==> src/rtl/code_loader_pkg.sv <==
// -----------------------------------------------------------------------------
// code_loader_pkg
//   Shared definitions for the code image loader: FSM state encoding and the
//   framing constants used by the byte-stream parser.
// -----------------------------------------------------------------------------
package code_loader_pkg;

    // Frame parser states. IDLE hunts for the header; CNTx assemble the word
    // count; Wx assemble one 18-bit word; CSUM compares the trailing checksum.
    typedef enum logic [2:0] {
        IDLE = 3'd0,
        CNT0 = 3'd1,
        CNT1 = 3'd2,
        CNT2 = 3'd3,
        W0   = 3'd4,
        W1   = 3'd5,
        W2   = 3'd6,
        CSUM = 3'd7
    } loader_state_e;

    localparam logic [7:0] LOADER_HEADER  = 8'hA5;
    // Bits of the third word byte that must be zero (only 17:16 are carried).
    localparam logic [7:0] LOADER_HI_MASK = 8'hFC;

endpackage : code_loader_pkg

==> src/rtl/code_loader.sv <==
// -----------------------------------------------------------------------------
// code_loader
//   Streams a framed program image from a host byte channel into the code RAM
//   write port, holding the processor in reset while the image is loaded and
//   releasing it once the checksum verifies.
//
//   Frame: A5 | N[7:0] N[15:8] N[23:16] | N x (b0 b1 b2) | checksum
//   Checksum is the mod-256 sum of the word bytes only.
//
// Ports:
//   clock           : rising-edge clock
//   reset           : asynchronous active-low reset
//   rx_data/rx_valid/rx_ready : host byte channel. A byte transfers on every
//                     rising edge where rx_valid = 1 and rx_ready = 1;
//                     rx_ready is held at 1 out of reset, so the loader never
//                     back-pressures the host.
//   code_we/code_waddr/code_wdata : registered code RAM write port
//   processor_reset : active-high reset to the processor
//   load_done       : one-cycle pulse when a frame loads with a good checksum
//   load_error      : sticky error, cleared when the next header is accepted
//   state_debug     : current parser state (loader_state_e encoding)
// -----------------------------------------------------------------------------
module code_loader
    import code_loader_pkg::*;
#(
    parameter int WORD_SIZE = 18,
    parameter int ADDR_SIZE = 18,
    parameter int MEM_SIZE  = 1024
) (
    input  logic                 clock,
    input  logic                 reset,
    input  logic [7:0]           rx_data,
    input  logic                 rx_valid,
    output logic                 rx_ready,
    output logic                 code_we,
    output logic [ADDR_SIZE-1:0] code_waddr,
    output logic [WORD_SIZE-1:0] code_wdata,
    output logic                 processor_reset,
    output logic                 load_done,
    output logic                 load_error,
    output logic [2:0]           state_debug
);

    // The count field is 24 bits on the wire; compare it at full width so an
    // oversize count cannot alias into range after truncation.
    localparam logic [23:0]          MAX_WORDS = 24'(MEM_SIZE);
    localparam logic [ADDR_SIZE-1:0] ONE       = ADDR_SIZE'(1);

    loader_state_e          state_q, state_d;
    logic [ADDR_SIZE-1:0]   count_q, count_d;   // words still to receive
    logic [ADDR_SIZE-1:0]   addr_q,  addr_d;    // next write address
    logic [7:0]             csum_q,  csum_d;
    logic [7:0]             byte0_q, byte0_d;   // word bits 7:0
    logic [7:0]             byte1_q, byte1_d;   // word bits 15:8
    logic                   we_q,    we_d;
    logic [ADDR_SIZE-1:0]   waddr_q, waddr_d;
    logic [WORD_SIZE-1:0]   wdata_q, wdata_d;
    logic                   prst_q,  prst_d;
    logic                   done_q,  done_d;
    logic                   err_q,   err_d;
    logic                   ready_q;
    logic [23:0]            count_full;

    // Full 24-bit count as it stands when the third count byte arrives.
    assign count_full = {rx_data, count_q[15:0]};

    // ------------------------------------------------------------------------
    // State and datapath registers
    // ------------------------------------------------------------------------
    always_ff @(posedge clock or negedge reset) begin
        if (!reset) begin
            state_q <= IDLE;
            count_q <= '0;
            addr_q  <= '0;
            csum_q  <= '0;
            byte0_q <= '0;
            byte1_q <= '0;
            we_q    <= 1'b0;
            waddr_q <= '0;
            wdata_q <= '0;
            prst_q  <= 1'b0;
            done_q  <= 1'b0;
            err_q   <= 1'b0;
            ready_q <= 1'b0;
        end else begin
            state_q <= state_d;
            count_q <= count_d;
            addr_q  <= addr_d;
            csum_q  <= csum_d;
            byte0_q <= byte0_d;
            byte1_q <= byte1_d;
            we_q    <= we_d;
            waddr_q <= waddr_d;
            wdata_q <= wdata_d;
            prst_q  <= prst_d;
            done_q  <= done_d;
            err_q   <= err_d;
            ready_q <= 1'b1;
        end
    end

    // ------------------------------------------------------------------------
    // Next-state and output logic. Nothing advances without rx_valid.
    // ------------------------------------------------------------------------
    always_comb begin
        state_d = state_q;
        count_d = count_q;
        addr_d  = addr_q;
        csum_d  = csum_q;
        byte0_d = byte0_q;
        byte1_d = byte1_q;
        we_d    = 1'b0;
        waddr_d = waddr_q;
        wdata_d = wdata_q;
        prst_d  = prst_q;
        done_d  = 1'b0;
        err_d   = err_q;

        if (rx_valid) begin
            unique case (state_q)
                IDLE: begin
                    if (rx_data == LOADER_HEADER) begin
                        err_d   = 1'b0;
                        csum_d  = '0;
                        addr_d  = '0;
                        prst_d  = 1'b1;
                        state_d = CNT0;
                    end
                end
                CNT0: begin
                    count_d = ADDR_SIZE'(rx_data);
                    state_d = CNT1;
                end
                CNT1: begin
                    count_d[15:8] = rx_data;
                    state_d       = CNT2;
                end
                CNT2: begin
                    if (count_full > MAX_WORDS) begin
                        // processor_reset is already 1 and stays there.
                        err_d   = 1'b1;
                        state_d = IDLE;
                    end else if (count_full == 24'd0) begin
                        state_d = CSUM;
                    end else begin
                        count_d = ADDR_SIZE'(count_full);
                        state_d = W0;
                    end
                end
                W0: begin
                    byte0_d = rx_data;
                    csum_d  = csum_q + rx_data;
                    state_d = W1;
                end
                W1: begin
                    byte1_d = rx_data;
                    csum_d  = csum_q + rx_data;
                    state_d = W2;
                end
                W2: begin
                    if ((rx_data & LOADER_HI_MASK) != 8'h00) begin
                        err_d   = 1'b1;
                        state_d = IDLE;
                    end else begin
                        csum_d  = csum_q + rx_data;
                        we_d    = 1'b1;
                        waddr_d = addr_q;
                        wdata_d = WORD_SIZE'({rx_data[1:0], byte1_q, byte0_q});
                        addr_d  = addr_q + ONE;
                        count_d = count_q - ONE;
                        state_d = (count_q == ONE) ? CSUM : W0;
                    end
                end
                CSUM: begin
                    if (rx_data == csum_q) begin
                        done_d = 1'b1;
                        prst_d = 1'b0;
                    end else begin
                        err_d  = 1'b1;
                    end
                    state_d = IDLE;
                end
                default: state_d = IDLE;
            endcase
        end
    end

    assign rx_ready        = ready_q;
    assign code_we         = we_q;
    assign code_waddr      = waddr_q;
    assign code_wdata      = wdata_q;
    assign processor_reset = prst_q;
    assign load_done       = done_q;
    assign load_error      = err_q;
    assign state_debug     = state_q;

endmodule : code_loader

==> config.mk <==
export PLATFORM = sky130hd
export DESIGN_NAME = code_loader
export DESIGN_NICKNAME = d
export VERILOG_FILES = /design/src/rtl/code_loader_pkg.sv /design/src/rtl/code_loader.sv
export SDC_FILE = /design/constraint.sdc
export NUM_CORES = 1
export LEC_CHECK = 0
export BUFFER_PORTS_ARGS = -buffer_cell sky130_fd_sc_hd__buf_2
export CORE_UTILIZATION = 62
export CTS_BUF_LIST = sky130_fd_sc_hd__clkbuf_8 sky130_fd_sc_hd__clkbuf_16
export DETAILED_ROUTE_END_ITERATION = 10
export PLACE_DENSITY_LB_ADDON = 0.2
export SYNTH_ARGS = -nofsm -noshare
export SYNTH_HDL_FRONTEND = slang
export SYNTH_SLANG_ARGS = --single-unit
==> constraint.sdc <==
create_clock -name clock -period 4.3 [get_ports clock]
set_input_delay 1.29 -clock clock [delete_from_list [all_inputs] [get_ports clock]]
set_output_delay 1.29 -clock clock [all_outputs]
set_load 0.01 [all_outputs]
==> impl_metrics.tcl, run 1 <==
set metrics [dict create \
    core_um2 8299 \
    cts.clk_slew.worst_paths_ns 0.12 \
    antenna_cells 0 \
    clock.fmax_ghz 0.3252 \
    crit_path_start_kind "input pin" \
    row_count 33 \
    final_nets 651 \
    place_area_um2 5685 \
    peakVddDrop_v 0.0003759 \
    finalHoldViolCount 0 \
    grt_use_total 0.3101 \
    switching_share 0.3583 \
    ys_seq_area_frac 0.4860 \
    hpwl_um 8666 \
    clockBufferDepth 2 \
    die_w_um 94.94 \
    htreeDepth 3 \
    vias 4593 \
    worst_clock_skew_ns 0.009982 \
    syn_inst 585 \
    worstMarginPinSlew_ns 1.352 \
    critPathKind "in2reg" \
    globalRouteOverflowTotal 0 \
    crit_chain "buf_2, or3_1, nor3_1, o21ai_0, o41ai_1, a21o_1" \
    slew_violations 0 \
    layout_commonest_cell "nand2_1" \
    cts_resized 0 \
    grt_pass1_wl_um 21230 \
    layout_common_cells "nand2_1 (132), dfrtp_1 (104), buf_2 (53), o21ai_0 (40)" \
    max_stage_delay_ns 1.05 \
    post_cts_buffers 0 \
    max_slew_margin 0.08891 \
    hold_path_class "reg2reg" \
    start_util 0.6453 \
    fp.dieH_um 94.94 \
    fin_setup_tns_ns 0 \
    drt-initial-drc-count 325 \
    via_per_inst 6.215 \
    clock_tree.root_cell "clkbuf_8" \
    setup_violations 0 \
    status "complete, no violations" \
    end_kind "register" \
    clk_latency_ns 0.39 \
    drc 0 \
    fin_crit_sh 0.7151 \
    power_density_nw_per_um2 412.9 \
    design_area_um2 5902 \
    postSynth.asyncResetShare 1.000 \
    synth_cell_types 71 \
    fin_util 0.7111 \
    grt_pass1_vias 4240 \
    cts_tree "built" \
    path_max_fanout 13 \
    syn_nets 607 \
    synth_area_um2 5355 \
    cts_made_buffers 9 \
    first_pass_iters 5 \
    synth.avg_cell_area_um2 9.154 \
    p_comb_frac 0.222 \
    synth-edff-count 0 \
    ios 55 \
    ys.flop_type "dfrtp_1" \
    seq_power_share 0.502 \
    die_area_um2 9013 \
    finalCriticalPeriod_ns 3.075 \
    drive_above_1_share 0.1735 \
    antenna_found_initial 0 \
    drv_cap 0 \
    p_leak_uw 0.002890 \
    pwr-share-clk 0.276 \
    critical_path_arrival_ns 3.35 \
    areaGrowthSynthToFinish_pct 10.21 \
    routed_wirelength_um 13020 \
    ys_ff_latch 104 \
    clock_sinks 104 \
    rsz0062_at_grt "no" \
    grt_start_max_net_pins 61 \
    crit_path_top_delay_cell "o21ai_0" \
    gp_congestion 0.8898 \
    cp.required_ns 4.58 \
    port_buffers 54 \
    avgRoutedWirePerCell_um 17.62 \
    cts_hold_buf 0 \
    yosys_warnings 0 \
    ant_nets 0 \
    p_sw_uw 873.0 \
    internal_power_uw 1564 \
]
==> cell families after synthesis <==
family,after synthesis,share of synthesized area
multiplexers,16,0.03341
buffers and inverters,42,0.03201
flip-flops,104,0.4860
XOR/XNOR,6,0.009813
AO/OA/AOI/OAI,137,0.1689
other,1,0.0007003
AND/OR/NAND/NOR,268,0.2421
adder cells (fa/ha/maj),11,0.02710
==> registers in the layout (all words and copies together) (netlist names) <==
register         cells
byte0_q              8
rx_ready             1
code_wdata          18
csum_q               8
code_we              1
count_q             18
processor_reset      1
byte1_q              8
load_error           1
addr_q              18
code_waddr          18
load_done            1
state_debug          3
==> power by group through the flow <==
stage               combinational, µW  clock [µW]  sequential (µW)
floorplan                         405           0             1180
global placement                  519           0             1230
detailed placement                531           0             1230
CTS                               535         685             1220
global route                      594         731             1240
finish                            541         673             1220
==> critical path: cells and delay by family <==
| family | cells | cell delay (ns) |
|---|---|---|
| buf+inv | 1 | 0.21 |
| compound gates | 3 | 1.44 |
| simple gates | 2 | 0.41 |
==> area by class of cell <==
class                      instances  area (µm²)
inverter                          16       60.06
timing repair buffer              59       310.3
clock inverter                     7       92.59
multi-input combinational        439        2581
tap                              105       131.4
clock buffer                       9       123.9
sequential                       104        2603
fill                             661        2397
==> path summary, 6_finish.rpt <==
| path | startpoint | slack (ns) | cells after the start | to |
|---|---|---|---|---|
| worst min-delay path | byte1_q[1] | 0.47 | 2 | code_wdata[9] |
| min in group asynchronous | reset | 0.95 | 1 | code_waddr[11] |
| max in group asynchronous | reset | 2.52 | 2 | code_waddr[10] |
| worst max-delay path | rx_data[6] | 1.22 | 6 | count_q[17] |
| worst max register to register | state_debug[1] | 1.42 | 6 | addr_q[8] |
| worst min register to register | byte1_q[1] | 0.47 | 2 | code_wdata[9] |
==> cell usage after synthesis (all sizes together), types with 3 or more instances <==
master,instances,share of area
nor4,10,0.016
o2bb2ai,5,0.0082
mux2,15,0.032
o211ai,6,0.010
a22o,8,0.013
inv,15,0.011
or3,9,0.011
or2,3,0.0035
dfrtp,104,0.49
nand4,11,0.014
o32ai,3,0.0063
clkbuf,16,0.011
o22ai,4,0.0047
xnor2,4,0.0065
nand2,132,0.093
o21ai,45,0.043
or4,4,0.0056
a21oi,31,0.029
nor3,20,0.021
and3,7,0.0082
nor2,31,0.022
buf,10,0.0096
nand3,23,0.021
nor4b,3,0.0049
ha,10,0.023
a31oi,7,0.0082
o31ai,3,0.0042
a21o,3,0.0042
nand2b,5,0.0058
==> metal layers <==
| metal | share of wire | track usage | vias to the layer above |
|---|---|---|---|
| met5 | 0 | 0 | - |
| li1 | - | - | 2188 |
| met2 | 0.47 | 0.4802 | 186 |
| met3 | 0.062 | 0.05878 | 31 |
| met4 | 0.023 | 0.1098 | 0 |
| met1 | 0.45 | 0.4350 | 2188 |
==> metrics by stage <==
step	setup WS [ns]	hold slack (ns)	power [µW]	std cells
floorplan	1.427	0.4331	1587	585
global placement	1.050	0.4456	1747	723
global route	1.088	0.4839	2561	739
CTS	1.319	0.4696	2435	739
detailed placement	0.8991	0.4505	1765	723
finish	1.225	0.4730	2437	739
Power figures use the tool's default switching activity.
==> run 2: changes to the inputs <==
Settings changed: CORE_UTILIZATION 62 to 53.
Clock period 4.3 ns to 2.5 ns, I/O delays scaled along.
==> impl_metrics.tcl, run 2 (synthesis gave the netlist of run 1 again) <==
set metrics [dict create \
    status "complete, no violations" \
    crit_path_frequent_cell "o21ai_0" \
    clockBufferDepth 2 \
    grt_pass1_wl_um 22450 \
    cts_tree "built" \
    antenna_cells 0 \
    setup_violations 0 \
    final_nets 706 \
    drv_cap 0 \
    ios 55 \
    critPathBufInv 2 \
    routed_wirelength_um 13840 \
    avgRoutedWirePerCell_um 16.84 \
    grt_pass1_vias 4560 \
    fin_setup_tns_ns 0 \
    rsz0062_at_grt "no" \
    drt-initial-drc-count 303 \
    layout_common_cells "nand2_1 (132), dfrtp_1 (104), buf_4 (58), buf_2 (53), o21ai_0 (40)" \
    fp.dieH_um 102.5 \
    core_um2 9774 \
    internal_power_uw 2881 \
    seq_power_share 0.471 \
    end_kind "register" \
    hpwl_um 10120 \
    finalCriticalPeriod_ns 2.241 \
    ant_nets 0 \
    row_count 36 \
    clock_tree.root_cell "clkbuf_8" \
    whs_ns 0.2481 \
    cp.required_ns 2.75 \
    clock_sinks 104 \
    finalHoldViolCount 0 \
    power_density_nw_per_um2 679.2 \
    via_per_inst 5.927 \
    crit_chain "buf_2, or3_1, nor4_1, o211ai_2, buf_12, o21ai_0, o21ai_0" \
    start_util 0.5479 \
    crit_path_top_delay_cell "or3_1" \
    rr_startpoint "count_q[0]" \
    max_slew_margin 0.5815 \
    r2r.worst_path.cells 7 \
    drive_above_1_share 0.2380 \
    p_leak_uw 0.003171 \
    fin_util 0.6543 \
    first_pass_iters 5 \
    crit_cells 7 \
    hold_path_class "in2async" \
    layout_commonest_cell "nand2_1" \
    startpoint "rx_data[4]" \
    p_comb_frac 0.258 \
    slew_violations 0 \
    grt_use_total 0.2803 \
    gp_congestion 0.9736 \
    regToRegEndpoint "count_q[17]" \
    cts_hold_buf 0 \
    clock.fmax_ghz 0.4461 \
    grt_start_max_net_pins 40 \
    switching_share 0.3367 \
    crit_end "addr_q[2]" \
    critPathKind "in2reg" \
    crit_path_start_kind "input pin" \
    antenna_found_initial 0 \
    cts.clk_slew.worst_paths_ns 0.11 \
    pwr-share-clk 0.271 \
    htreeDepth 3 \
    clk_latency_ns 0.38 \
    worst_clock_skew_ns 0.01168 \
    worstMarginPinSlew_ns 0.6213 \
    port_buffers 54 \
    crit_family "simple AND/OR/NAND/NOR gates" \
    fin_crit_sh 0.8966 \
    globalRouteOverflowTotal 0 \
    critical_path_arrival_ns 2.49 \
    die_area_um2 10510 \
    peakVddDrop_v 0.0005287 \
    rrSetupSlack_ns 0.26 \
    max_stage_delay_ns 0.50 \
    cts_made_buffers 9 \
    p_sw_uw 1462 \
    post_cts_buffers 0 \
    die_w_um 102.5 \
    drc 0 \
    vias 4872 \
    path_max_fanout 18 \
    areaGrowthSynthToFinish_pct 19.42 \
    cts_resized 0 \
]
==> run 2: changes by cell type in the layout (fill, tap and decap cells not counted), sizes merged <==
cell      before  now
clkinv         2    1
clkinvlp       0    1
bufinv         1    2
inv           20   19
buf           59  114
==> run 2: power by group through the flow <==
| stage | Combinational (µW) | Sequential, µW | Clock [µW] |
|---|---|---|---|
| 2_1_floorplan | 697 | 2030 | 0 |
| 6_report | 1120 | 2050 | 1180 |
| 4_1_cts | 1110 | 2040 | 1200 |
| 3_5_place_dp | 1110 | 2070 | 0 |
| 3_3_place_gp | 1090 | 2060 | 0 |
| 5_1_grt | 1230 | 2070 | 1260 |
==> run 2: metrics by stage <==
step           area [µm²]  total power, µW  setup slack (ns)  std cells
2_1_floorplan        5355             2729            0.1670        585
3_3_place_gp         6171             3148          -0.08354        806
3_5_place_dp         6171             3179           -0.1033        806
4_1_cts              6395             4351            0.2584        822
5_1_grt              6395             4557            0.1379        822
6_report             6395             4343            0.2586        822
==> run 2: layout make-up <==
class | instances | area, µm²
clock inverter | 7 | 100.1
multi-input combinational | 439 | 2581
inverter | 16 | 60.06
tap | 133 | 166.4
fill | 810 | 3379
sequential | 104 | 2603
timing repair buffer | 114 | 760.7
clock buffer | 9 | 123.9
==> run 2: layer usage <==
| layer | global-route usage | part of all wire | up-vias |
|---|---|---|---|
| li1 | - | - | 2298 |
| met1 | 0.3871 | 0.44 | 2368 |
| met2 | 0.4497 | 0.47 | 174 |
| met3 | 0.04339 | 0.057 | 32 |
| met4 | 0.1022 | 0.027 | 0 |
| met5 | 0 | 0 | - |
==> run 2: worst min path at each step <==
stage | startpoint | slack (ns) | cells past startpoint | to
final | reset | 0.25 | 1 | addr_q[11]
after global routing | reset | 0.25 | 1 | code_waddr[12]
after CTS | reset | 0.25 | 1 | addr_q[11]
after detailed placement | code_wdata[12] | 0.46 | 2 | code_wdata[12]
after global placement | byte0_q[1] | 0.45 | 2 | code_wdata[1]
after floorplan | byte1_q[2] | 0.43 | 2 | code_wdata[10]
